File: src/rtl/hashcore_nonce_ctl.sv
// Nonce generator for one hashing core: walks a programmable counter range under a
// fixed core-ID prefix and queues latency-corrected golden nonces for the comms block.
module hashcore_nonce_ctl #(
   parameter int PREFIX_BITS = 1,
   parameter int LATENCY     = 65,
   parameter int FIFO_DEPTH  = 4
) (
   input  logic                    hash_clk,
   input  logic                    reset,
   input  logic                    work_load,
   input  logic [PREFIX_BITS-1:0]  core_id,
   input  logic [31-PREFIX_BITS:0] nonce_start,
   input  logic [31-PREFIX_BITS:0] nonce_end,
   output logic [31:0]             nonce,
   input  logic                    gn_match,
   output logic                    gn_valid,
   output logic [31:0]             gn_data,
   input  logic                    gn_ready,
   output logic                    running,
   output logic                    exhausted,
   output logic                    overflow,
   output logic [1:0]              dbg_state
);

   localparam int CW = 32 - PREFIX_BITS;
   localparam int AW = $clog2(FIFO_DEPTH);
   localparam logic [CW-1:0] LAT_CW = CW'(LATENCY);
   localparam logic [7:0]    LAT8   = 8'(LATENCY);

   typedef enum logic [1:0] {
      IDLE  = 2'd0,
      RUN   = 2'd1,
      DRAIN = 2'd2,
      DONE  = 2'd3
   } state_t;

   state_t        state;
   logic [CW-1:0] cnt;
   logic [CW-1:0] cnt_nxt;
   logic [7:0]    blank;
   logic [7:0]    drain;
   logic          active;
   logic          accept;
   logic [31:0]   golden;

   logic [31:0]   mem [FIFO_DEPTH];
   logic [AW:0]   wr_ptr;
   logic [AW:0]   rd_ptr;
   logic          empty;
   logic          full;
   logic          push;
   logic          pop;

   assign active    = (state == RUN) || (state == DRAIN);
   assign running   = active;
   assign exhausted = (state == DONE);
   assign dbg_state = state;

   // blank masks matches still in flight from the previous work unit
   assign accept = gn_match && active && (blank == 8'd0);
   assign golden = {core_id, cnt - LAT_CW};

   always_comb begin
      cnt_nxt = cnt;
      if (work_load) begin
         cnt_nxt = nonce_start;
      end else if (active) begin
         cnt_nxt = cnt + CW'(1);
      end
   end

   always_ff @(posedge hash_clk) begin
      if (reset) begin
         state <= IDLE;
         cnt   <= '0;
         nonce <= '0;
         blank <= '0;
         drain <= '0;
      end else begin
         cnt <= cnt_nxt;
         // nonce only follows the counter while hashing, so it reads 0 until the first load
         if (work_load || active) begin
            nonce <= {core_id, cnt_nxt};
         end
         if (active && (blank != 8'd0)) begin
            blank <= blank - 8'd1;
         end
         if (work_load) begin
            state <= RUN;
            blank <= LAT8;
         end else begin
            case (state)
               RUN: begin
                  if (cnt == nonce_end) begin
                     state <= DRAIN;
                     drain <= LAT8;
                  end
               end
               DRAIN: begin
                  if (drain == 8'd1) begin
                     state <= DONE;
                  end else begin
                     drain <= drain - 8'd1;
                  end
               end
               default: begin
               end
            endcase
         end
      end
   end

   // Handshake: gn_data is offered whenever gn_valid is high and is held unchanged until
   // the consumer takes it; a transfer happens on each rising edge with gn_valid && gn_ready.
   assign empty    = (wr_ptr == rd_ptr);
   assign full     = (wr_ptr[AW-1:0] == rd_ptr[AW-1:0]) && (wr_ptr[AW] != rd_ptr[AW]);
   assign pop      = !empty && gn_ready;
   assign push     = accept && (!full || pop);
   assign gn_valid = !empty;
   assign gn_data  = empty ? 32'd0 : mem[rd_ptr[AW-1:0]];

   always_ff @(posedge hash_clk) begin
      if (reset) begin
         wr_ptr   <= '0;
         rd_ptr   <= '0;
         overflow <= 1'b0;
      end else begin
         if (push) begin
            mem[wr_ptr[AW-1:0]] <= golden;
            wr_ptr              <= wr_ptr + 1'b1;
         end
         if (pop) begin
            rd_ptr <= rd_ptr + 1'b1;
         end
         if (work_load) begin
            overflow <= 1'b0;
         end else if (accept && !push) begin
            overflow <= 1'b1;
         end
      end
   end

endmodule

File: config.mk
export PLATFORM = sky130hd
export DESIGN_NAME = hashcore_nonce_ctl
export DESIGN_NICKNAME = d
export VERILOG_FILES = /design/src/rtl/hashcore_nonce_ctl.sv
export SDC_FILE = /design/constraint.sdc
export NUM_CORES = 1
export LEC_CHECK = 0
export ABC_AREA = 1
export CORE_MARGIN = 2
export CORE_UTILIZATION = 60
export CTS_CLUSTER_DIAMETER = 200
export DETAILED_ROUTE_END_ITERATION = 16
export PLACE_DENSITY_LB_ADDON = 0.05
export SLEW_MARGIN = 20
export SYNTH_ARGS = -nofsm -noshare
export SYNTH_HDL_FRONTEND = slang
export SYNTH_SLANG_ARGS = --single-unit
File: constraint.sdc
create_clock -name hash_clk -period 8.4 [get_ports hash_clk]
set_clock_uncertainty 0.2 [all_clocks]
set_input_delay 1.68 -clock hash_clk [delete_from_list [all_inputs] [get_ports hash_clk]]
set_output_delay 1.68 -clock hash_clk [all_outputs]
set_load 0.01 [all_outputs]
==> results of run 1 <==
-- flip-flops by register name, indices dropped and copies added (netlist names), named ones only --
name,count
wr_ptr,3
dbg_state,2
nonce,32
rd_ptr,3
blank,8
drain,8
cnt,31
mem,128
overflow,1
-- how the worst max path moves through the flow --
stage / from / endpoint / slack [ps] / cells past startpoint
2_1_floorplan: gn_match / mem[3][0]$_DFFE_PP_ / 3560 / 4
3_3_place_gp: flip-flop / gn_data[20] / 3910 / 7
3_5_place_dp: flip-flop / gn_data[20] / 3790 / 7
4_1_cts: flip-flop / gn_data[11] / 3220 / 7
5_1_grt: flip-flop / gn_data[11] / 2840 / 7
6_report: flip-flop / gn_data[11] / 3140 / 7
-- report_power, final --
group,internal [uW],total (uW),switching (uW)
sequential,1190,1230,41.1
clock,531,915,384
combinational,295,679,383
total,2010,2820,808
-- critical path: stages (launching register included) --
cell             delay [ps]
dfxtp_1                 300
buf_4                   510
clkinv_2                880
nor2_1                  380
o32ai_1                 150
nand2_1                  90
inv_1                    50
clkdlybuf4s50_1         470
-- placed cells by master, fill, tap and decap left out, types with 5 or more instances in the layout --
master,n
nor2_2,13
buf_4,10
or2_2,11
o21ai_1,5
clkdlybuf4s50_1,137
inv_1,156
nor2_4,8
o211ai_1,19
o21ai_0,54
clkinv_1,6
nand4_1,25
inv_2,7
a21oi_1,33
nor3_1,13
o32ai_1,32
ha_1,14
clkbuf_16,23
nand2_2,10
edfxtp_1,128
nand3_1,69
clkbuf_1,6
xor2_1,45
nand2_1,214
xnor2_1,25
dfxtp_1,90
nor2_1,198
-- cell usage after synthesis, types with 8 or more instances --
| cell type | n | area [sq um] |
|---|---|---|
| ha_1 | 14 | 175.2 |
| xor2_1 | 45 | 394.1 |
| o211ai_1 | 19 | 142.6 |
| nand4_1 | 25 | 156.4 |
| edfxtp_1 | 128 | 3844 |
| o21ai_0 | 54 | 270.3 |
| buf_2 | 24 | 120.1 |
| clkbuf_1 | 29 | 108.9 |
| nor2_4 | 8 | 90.09 |
| inv_2 | 8 | 30.03 |
| nand2_1 | 215 | 807.0 |
| nor2_2 | 10 | 62.56 |
| dfxtp_1 | 90 | 1802 |
| a21oi_1 | 33 | 165.2 |
| o32ai_1 | 32 | 280.3 |
| or2_2 | 11 | 68.82 |
| xnor2_1 | 25 | 219.0 |
| nor2_1 | 201 | 754.5 |
| nand2_2 | 9 | 56.30 |
| inv_1 | 156 | 585.6 |
| nand3_1 | 69 | 345.3 |
| nor3_1 | 14 | 70.07 |
-- layer usage --
metal	track usage (%)	vias up
li1	-	4397
met2	41.51	279
met4	8.559	0
met1	37.38	4030
met5	0	-
met3	4.818	48
-- cell type report --
| type | instances | share of cell area [%] |
|---|---|---|
| Timing Repair Buffer | 147 | 11.06 |
| Clock buffer | 29 | 4.573 |
| Inverter | 166 | 4.774 |
| Tap cell | 229 | 2.191 |
| Antenna cell | 1 | 0.01913 |
| Clock inverter | 11 | 0.5931 |
| Sequential cell | 218 | 43.16 |
| Multi-Input combinational cell | 824 | 33.63 |
-- stage by stage --
stage | std cells | utilization, %
finish | 1625 | 72.81
global route | 1624 | 72.79
CTS | 1624 | 72.77
detailed placement | 1584 | 69.01
global placement | 1584 | 69.01
floorplan | 1274 | -
-- logic make-up (layout without fill, tap and decap cells) --
family / Yosys count / in the layout / synth area share, %
buf+inv: 232 / 353 / 8.651
flops: 218 / 218 / 51.42
xor+xnor: 70 / 70 / 5.585
compound gates: 156 / 156 / 8.924
mux: 1 / 1 / 0.09118
simple gates: 583 / 583 / 23.73
other cells: 0 / 1 / 0
fa+ha+maj: 14 / 14 / 1.596
==> impl_metrics.env, run 1 <==
export IMPL_status="finished, final reports clean"
export IMPL_io_pins=138
export IMPL_synth_area_sq_um=10980
export IMPL_portBuffers=137
export IMPL_die_x_microns=139.3
export IMPL_cts_sinks=218
export IMPL_row_count=49
export IMPL_fin_tns_setup_ps=0
export IMPL_whs_ps=277.4
export IMPL_layout_nets=1461
export IMPL_area_growth_pct=19.14
export IMPL_worstReg2RegEnd="mem[1][10]$_DFFE_PP_"
export IMPL_ys_warnings_count=0
export IMPL_synth_enable_flop_cells=128
export IMPL_seq_area_frac_synth_pct=51.42
export IMPL_fill_cells=1356
export IMPL_clock_fmax_mhz=190.1
export IMPL_cp_end_kind="output port"
export IMPL_cts_tree="yes"
export IMPL_whs_endpoint="overflow$_SDFFE_PP0P_"
export IMPL_worstHoldPathType="flip-flop to flip-flop"
export IMPL_maxUsedRoutingLayer="met4"
export IMPL_syn_inst=1274
export IMPL_grt_pass1_wl_mm=41.83
export IMPL_cts_setup_buffers=0
export IMPL_postRouteAntennaNets=0
export IMPL_ys_ff_latch=218
export IMPL_hold_violations=0
export IMPL_drt_vias_per_instance=5.387
export IMPL_dp_slack_ps=3793
export IMPL_wire_per_inst_microns=15.70
export IMPL_crit_required_ps=6520
export IMPL_gp_congestion=0.8990
export IMPL_clkSlewWorstSetupHoldPaths_ps=60
export IMPL_grt_usage_pct=26.38
export IMPL_min_delay_start="overflow$_SDFFE_PP0P_"
export IMPL_clk_path_buf_depth=3
export IMPL_die_height_microns=139.3
export IMPL_grt_setup_unrepaired="no"
export IMPL_grt_pass1_vias=8401
export IMPL_maxCapViolCount=0
export IMPL_cts_buffers=22
export IMPL_multiInputGateArea_sq_um=4398
export IMPL_dp_hpwl_mm=17.25
export IMPL_clk_latency_ps=500
export IMPL_setup_viol_count_final=0
export IMPL_powerDensity_nw_per_um2=215.9
export IMPL_maxSlewHeadroom_pct=34.24
export IMPL_leakagePower_uw=0.005374
export IMPL_ir_drop_mv=0.1652
export IMPL_drive_above_1_share_pct=7.384
export IMPL_crit_arrival_ps=3380
export IMPL_final_area_sq_um=13080
export IMPL_crit_type="flip-flop to output port"
export IMPL_core_area_sq_um=17960
export IMPL_period_needed_ps=5259
export IMPL_ctsHoldBuffers=0
export IMPL_met1_length_mm=11.35
export IMPL_routed_wl_mm=25.51
export IMPL_seq_area_sq_um=5645
export IMPL_ctsResizeCount=0
export IMPL_grt_start_max_net_pins=66
export IMPL_die_area_sq_um=19390
export IMPL_yosys_cell_types_count=46
export IMPL_htreeDepth=1
export IMPL_antenna_found_initial=3
export IMPL_final_setup_worst_slack_ps=3141
export IMPL_dr_wl_met3_mm=1.704
export IMPL_start_util_pct=61.11
export IMPL_syn_avg_cell_area_sq_um=8.617
export IMPL_place_area_sq_um=12400
export IMPL_firstDrtPassIters=5
export IMPL_fin_crit_sh_pct=62.61
export IMPL_wl_met2_mm=11.75
export IMPL_finalPower_uw=2823
export IMPL_vias=8754
export IMPL_synth_fp_nets=1356
export IMPL_async_flop_share_pct=0
export IMPL_r2r_cells=10
export IMPL_startpoint_type="flip-flop"
export IMPL_whs_path_depth=2
export IMPL_drt_iter0_markers=666
export IMPL_cts_root_buf="clkbuf_16"
export IMPL_drv_slew=0
export IMPL_r2r_setup_slack_ps=5400
export IMPL_drc_errors=0
export IMPL_synth_main_ff_cell="edfxtp_1"
export IMPL_overflow=0
export IMPL_critical_path_max_fanout=65
export IMPL_rr_startpoint="dbg_state[0]$_SDFFE_PP0P_"
export IMPL_tightest_slew_ps=985.3
No activity file was read; power rests on OpenSTA's default activity.
==> inputs of run 2 (changes only) <==
Settings changed: CORE_UTILIZATION 60 to 56.
Clock period 8.4 ns to 5.4 ns, I/O delays scaled along.
==> impl_metrics.env, run 2 (synthesized netlist as in run 1, its figures left out) <==
export IMPL_die_x_microns=144.0
export IMPL_drt_iter0_markers=648
export IMPL_clkSlewWorstSetupHoldPaths_ps=60
export IMPL_drv_slew=0
export IMPL_largest_reg_flops=128
export IMPL_layout_nets=1465
export IMPL_die_area_sq_um=20740
export IMPL_ctsResizeCount=0
export IMPL_clock_fmax_mhz=256.8
export IMPL_dp_slack_ps=1852
export IMPL_maxCapViolCount=0
export IMPL_clk_latency_ps=500
export IMPL_routed_wl_mm=25.59
export IMPL_cts_sinks=218
export IMPL_cts_buffers=23
export IMPL_grt_pass1_vias=8043
export IMPL_htreeDepth=1
export IMPL_portBuffers=137
export IMPL_final_common_cell="nand2_1"
export IMPL_grt_start_max_net_pins=65
export IMPL_ctsHoldBuffers=0
export IMPL_crit_chain="inv_2 > buf_4 > nor2_1 > o32ai_1 > nand2_1 > inv_1 > clkdlybuf4s50_1"
export IMPL_r2r_setup_slack_ps=2380
export IMPL_leakagePower_uw=0.005428
export IMPL_worstHoldPathType="flip-flop to flip-flop"
export IMPL_tightest_slew_ps=995.9
export IMPL_cts_setup_buffers=0
export IMPL_die_height_microns=144.0
export IMPL_whs_ps=281.5
export IMPL_diodes=0
export IMPL_io_pins=138
export IMPL_drc_errors=0
export IMPL_grt_pass1_wl_mm=41.07
export IMPL_vias=8603
export IMPL_cts_tree="yes"
export IMPL_startpoint_type="flip-flop"
export IMPL_crit_buf_inv=4
export IMPL_crit_required_ps=4120
export IMPL_overflow=0
export IMPL_drive_above_1_share_pct=8.006
export IMPL_start_util_pct=56.78
export IMPL_ir_drop_mv=0.2846
export IMPL_antenna_found_initial=1
export IMPL_clk_path_buf_depth=3
export IMPL_critical_path_max_fanout=36
export IMPL_dp_hpwl_mm=17.37
export IMPL_final_setup_worst_slack_ps=1506
export IMPL_drt_vias_per_instance=5.170
export IMPL_setup_viol_count_final=0
export IMPL_cts_root_buf="clkbuf_16"
export IMPL_maxSlewHeadroom_pct=33.53
export IMPL_wire_per_inst_microns=15.38
export IMPL_firstDrtPassIters=5
export IMPL_powerDensity_nw_per_um2=343.7
export IMPL_status="finished, final reports clean"
export IMPL_slowest_delay_ps=520
export IMPL_final_cell_mix="nand2_1, nor2_1, inv_1, clkdlybuf4s50_1, edfxtp_1"
export IMPL_period_needed_ps=3894
export IMPL_postRouteAntennaNets=0
export IMPL_finalPower_uw=4545
export IMPL_core_area_sq_um=19330
export IMPL_cp_end_kind="output port"
export IMPL_crit_arrival_ps=2610
export IMPL_row_count=51
export IMPL_gp_congestion=0.8649
export IMPL_slowest_stage="clkdlybuf4s50_1"
export IMPL_fin_tns_setup_ps=0
export IMPL_grt_usage_pct=25.16
export IMPL_fin_crit_sh_pct=72.10
export IMPL_area_growth_pct=20.46
export IMPL_hold_violations=0
export IMPL_grt_setup_unrepaired="no"
export IMPL_crit_type="flip-flop to output port"
export IMPL_cp_top_family="buffers and inverters"
## run 2: stage by stage
stage	utilization (%)	area [sq um]	std cells
after global placement	64.47	12460	1623
final	68.39	13220	1664
after global routing	68.39	13220	1664
after detailed placement	64.47	12460	1623
after CTS	68.39	13220	1664
after floorplan	-	10980	1274
## run 2: layer usage
layer,part of all wire (%),vias up,track usage (%)
met4,1.9,2,6.347
met1,46,3918,35.61
met5,0.059,-,0
met3,5.1,37,3.377
met2,47,247,41.28
li1,-,4399,-
## run 2: final timing paths
path,from,end,depth (start not counted)
max,flip-flop,gn_data[31],7
min,rd_ptr[2]$_SDFFE_PP0P_,rd_ptr[2]$_SDFFE_PP0P_,2
max reg2reg,dbg_state[0]$_SDFFE_PP0P_,mem[1][6]$_DFFE_PP_,10
min reg2reg,rd_ptr[2]$_SDFFE_PP0P_,rd_ptr[2]$_SDFFE_PP0P_,2
## run 2: worst reg2reg max path, delay by kind of cell, from the launching register on
kind | cells | cell delay [ps]
buf+inv | 4 | 970
simple gates | 5 | 610
flops | 1 | 430
fa+ha+maj | 1 | 430
## run 2: where the power goes
group	internal [uW]	switching, uW	leakage (uW)	total (uW)
clock network	939	624	0.000359	1560
logic	465	603	0.00317	1070
registers	1850	65.0	0.00190	1910
total	3250	1290	0.00543	4550
## run 2: layout make-up
cell class	count	area [sq um]
Tap cell	265	331.6
Timing Repair Buffer	150	1469
Multi-Input combinational cell	824	4395
Clock buffer	26	596.8
Clock inverter	15	162.7
Inverter	166	623.1
Fill cell	1547	6111
Sequential cell	218	5645
==> inputs of run 3 (changes only) <==
Clock period 5.4 ns to 4.1 ns, I/O delays scaled along.
==> impl_metrics.env, run 3 (synthesized netlist as in run 1, its figures left out) <==
export IMPL_cp_end_kind="output port"
export IMPL_final_cell_mix="nand2_1, nor2_1, inv_1, clkdlybuf4s50_1, edfxtp_1"
export IMPL_gp_congestion=0.9135
export IMPL_die_x_microns=144.0
export IMPL_antenna_found_initial=1
export IMPL_grt_setup_unrepaired="no"
export IMPL_ctsHoldBuffers=0
export IMPL_grt_pass1_vias=8114
export IMPL_routed_wl_mm=25.70
export IMPL_grt_usage_pct=25.04
export IMPL_cts_root_buf="clkbuf_16"
export IMPL_drv_slew=0
export IMPL_clkSlewWorstSetupHoldPaths_ps=60
export IMPL_maxSlewHeadroom_pct=57.27
export IMPL_status="finished, final reports clean"
export IMPL_ir_drop_mv=0.2826
export IMPL_tightest_slew_ps=638.6
export IMPL_maxCapViolCount=0
export IMPL_wire_per_inst_microns=15.44
export IMPL_crit_arrival_ps=2570
export IMPL_drt_vias_per_instance=5.216
export IMPL_core_area_sq_um=19330
export IMPL_drive_above_1_share_pct=7.511
export IMPL_ctsResizeCount=0
export IMPL_final_common_cell="nand2_1"
export IMPL_leakagePower_uw=0.005400
export IMPL_setup_viol_count_final=0
export IMPL_startpoint_type="flip-flop"
export IMPL_area_growth_pct=19.92
export IMPL_row_count=51
export IMPL_layout_nets=1464
export IMPL_overflow=0
export IMPL_portBuffers=137
export IMPL_postRouteAntennaNets=0
export IMPL_powerDensity_nw_per_um2=437.3
export IMPL_crit_type="flip-flop to output port"
export IMPL_vias=8679
export IMPL_critical_path_max_fanout=56
export IMPL_fin_tns_setup_ps=0
export IMPL_crit_required_ps=3080
export IMPL_cts_sinks=218
export IMPL_cts_tree="yes"
export IMPL_grt_start_max_net_pins=65
export IMPL_die_area_sq_um=20740
export IMPL_clk_latency_ps=500
export IMPL_cts_buffers=22
export IMPL_firstDrtPassIters=5
export IMPL_fin_util_pct=68.09
export IMPL_drt_iter0_markers=680
export IMPL_io_pins=138
export IMPL_clk_path_buf_depth=3
export IMPL_drc_errors=0
export IMPL_dp_hpwl_mm=17.68
export IMPL_period_needed_ps=3594
export IMPL_clock_fmax_mhz=278.3
export IMPL_htreeDepth=1
export IMPL_worstHoldPathType="flip-flop to flip-flop"
export IMPL_fin_crit_sh_pct=87.65
export IMPL_cts_setup_buffers=0
export IMPL_die_height_microns=144.0
export IMPL_grt_pass1_wl_mm=41.04
export IMPL_largest_reg_flops=128
export IMPL_start_util_pct=56.78
export IMPL_hold_violations=0
## run 3: final cells by class
cell class,instances,area (sq um)
clock buffer,30,601.8
clock inverter,10,52.55
timing repair buffer,150,1506
fill,1572,6170
sequential,218,5645
tap,265,331.6
multi-input combinational,824,4402
antenna,1,2.502
inverter,166,623.1
## run 3: path summary, 6_finish.rpt
check                                                from                      to  slack, ps  cells past startpoint
worst max-delay path                            flip-flop             gn_data[16]        510                      7
worst min-delay path               rd_ptr[2]$_SDFFE_PP0P_  rd_ptr[2]$_SDFFE_PP0P_        280                      2
worst max register to register  dbg_state[0]$_SDFFE_PP0P_     mem[1][6]$_DFFE_PP_       1240                     10
worst min register to register     rd_ptr[2]$_SDFFE_PP0P_  rd_ptr[2]$_SDFFE_PP0P_        280                      2
## run 3: power by group
group	switching, uW	total (uW)	internal, uW
Clock	789	1820	1030
Combinational	787	1410	625
Sequential	92.3	2530	2440
## run 3: worst max-delay path: stages (launching register included)
cell	delay [ps]
dfxtp_1	460
inv_2	250
buf_12	270
nor2_1	80
o32ai_1	260
nand2_1	100
inv_1	100
clkdlybuf4s50_1	540
## run 3: metrics by stage
stage / hold WS (ps) / cells / area, sq um / worst slack, ps / total power (uW)
after floorplan: 247.1 / 1274 / 10980 / 605.3 / 3400
after global placement: 270.9 / 1623 / 12510 / 1118 / 3965
after detailed placement: 273.3 / 1623 / 12510 / 1041 / 3985
after CTS: 285.8 / 1663 / 13160 / 502.2 / 5803
after global routing: 296.2 / 1663 / 13160 / 343.0 / 6059
final: 280.1 / 1664 / 13170 / 506.3 / 5758
## run 3: per-layer routing
| layer | vias up | routed length [microns] | GRT usage, % |
|---|---|---|---|
| li1 | 4393 | - | - |
| met5 | - | 0 | 0 |
| met1 | 3977 | 11670 | 34.94 |
| met4 | 0 | 646 | 6.656 |
| met3 | 43 | 1490 | 3.808 |
| met2 | 266 | 11890 | 41.13 |
==> variant, RTL diff (flow settings as in run 3) <==
Set the parameter `FIFO_DEPTH` to 2 (it was 4).
--- a/src/rtl/hashcore_nonce_ctl.sv
+++ b/src/rtl/hashcore_nonce_ctl.sv
@@ -3,7 +3,7 @@
 module hashcore_nonce_ctl #(
    parameter int PREFIX_BITS = 1,
    parameter int LATENCY     = 65,
-   parameter int FIFO_DEPTH  = 4
+   parameter int FIFO_DEPTH  = 2
 ) (
    input  logic                    hash_clk,
    input  logic                    reset,
Behaviour: same outputs for any inputs over 10 cycles, from zero or initial values and one cycle with reset high; that may be too few to reach the edited logic, so the function may still have changed.
==> variant against run 3 <==
Clock power fell by 16%; die area fell by 26%; core utilization rose by 4.4 points; worst setup slack improved by 0.16 ns; fmax rose by 4.7%; register-to-register slack got worse by 0.28 ns; cell area fell by 23%; sequential cell count fell by 67; worst hold slack got worse by 0.017 ns; synthesized cell count fell by 17%; routed wire length fell by 19%; power fell by 30%; synthesized area fell by 26%; critical path type unchanged; highest routed layer unchanged.
==> variant: results (changes against run 3) <==
[cells_and_area]
insertedDiodeCount=0  ; was 1
fillers=1148  ; was 1,572
drive_above_1_share_pct=7.50  ; was 7.51%
nets=1250  ; was 1,464
largest_register_ffs=64  ; was 128

[worst_setup_path]
crit_arrival_ns=2.41  ; was 2.57 ns
r2r-end=nonce[14]  ; was mem[1][6]

[synth]
synthTopCellsByArea=edfxtp_1, dfxtp_1, nand2_1  ; unchanged
syn_nets=1134  ; was 1,356
synth.distinct_cells=42  ; was 46
synth_commonest_cells=nand2_1, inv_1, nor2_1, dfxtp_1, nand3_1  ; was nand2_1, nor2_1, inv_1, edfxtp_1, dfxtp_1
synthFlopType=dfxtp_1  ; was edfxtp_1

[global_route]
use_met1_pct=37.7  ; was 34.9%
grt_pass1_wl_um=32800  ; was 41,000 um
grt_max_degree=36  ; was 65

[placed_design]
place_hpwl_um=15300  ; was 17,700 um

[run_status]
status=completed  ; unchanged

[power]
ir_drop_mv=0.251  ; was 0.283 mV

[route]
vias_per_cell=5.32  ; was 5.22
drt_iter0_markers=459  ; was 680

[hold_path]
whs_endpoint=blank[3]  ; was rd_ptr[2]

[timing]
tightestPinTransition_ns=1.06  ; was 0.639 ns
period_share_pct=83.7  ; was 87.7%

[clock_tree]
htree_levels=4  ; was 1
clock_latency_ns=0.42  ; was 0.50 ns

==> variant: cell types whose count changed after synthesis, sizes merged, moves of 11 or more <==
cell	before	now
inv	164	131
o21ai	60	31
o32ai	32	0
a21oi	33	67
buf	37	26
edfxtp	128	64
nand2	228	273
nor2	219	106
==> variant: worst max-delay path by stage <==
stage,cells after the start,endpoint,startpoint
2_1_floorplan,3,mem[0][0],reset
4_1_cts,5,gn_data[18],flop
5_1_grt,5,gn_data[18],flop
3_5_place_dp,10,nonce[14],dbg_state[0]
3_3_place_gp,8,nonce[12],work_load
6_report,5,gn_data[18],flop
==> variant: per-layer routing <==
layer	routed length, um	vias up
met4	560	0
met5	0	-
met2	9680	267
met3	1320	37
li1	-	3655
met1	9380	3312
==> variant: metrics by stage <==
stage | instance area [um2] | utilization (%)
final | 10100 | 72.5
after detailed placement | 9560 | 68.3
after floorplan | 8090 | -
after global placement | 9560 | 68.3
after global routing | 10100 | 72.5
after CTS | 10100 | 72.5
==> variant: cell type report <==
type | count | area [um2] | area share, %
multi-input cells | 721 | 3700 | 36.5
flip-flops and latches | 151 | 3660 | 36.1
repair buffers | 150 | 1470 | 14.5
clock buffers | 23 | 499 | 4.92
inverters | 133 | 499 | 4.92
well taps | 180 | 225 | 2.22
clock inverters | 9 | 86.3 | 0.851
==> variant: cell families after synthesis <==
family                     Yosys count  synth area share [%]
DFF                                151                  45.3
AOI/OAI and AO/OA                  129                  8.96
muxes                                2                 0.248
xor gates and xnor gates            59                  6.39
adders and majority gates            8                  1.24
and+or+nand+nor                    523                  28.7
buffers and inverters              186                  9.18
==> variant: worst register-to-register path: cells and delay by family, from the launching register on <==
| kind | cells | cell delay [ns] |
|---|---|---|
| adder cells (fa/ha/maj) | 1 | 0.65 |
| buffers and inverters | 6 | 1.31 |
| AND/OR/NAND/NOR | 2 | 0.30 |
| flip-flops | 1 | 0.41 |
| AO/OA/AOI/OAI | 1 | 0.19 |
==> variant: power groups by stage <==
stage / registers [mW] / clock network, mW / logic [mW]
2_1_floorplan: 1.74 / 0 / 0.467
6_report: 1.74 / 1.53 / 0.779
4_1_cts: 1.73 / 1.54 / 0.778
5_1_grt: 1.74 / 1.61 / 0.865
3_3_place_gp: 1.77 / 0 / 0.758
3_5_place_dp: 1.76 / 0 / 0.771
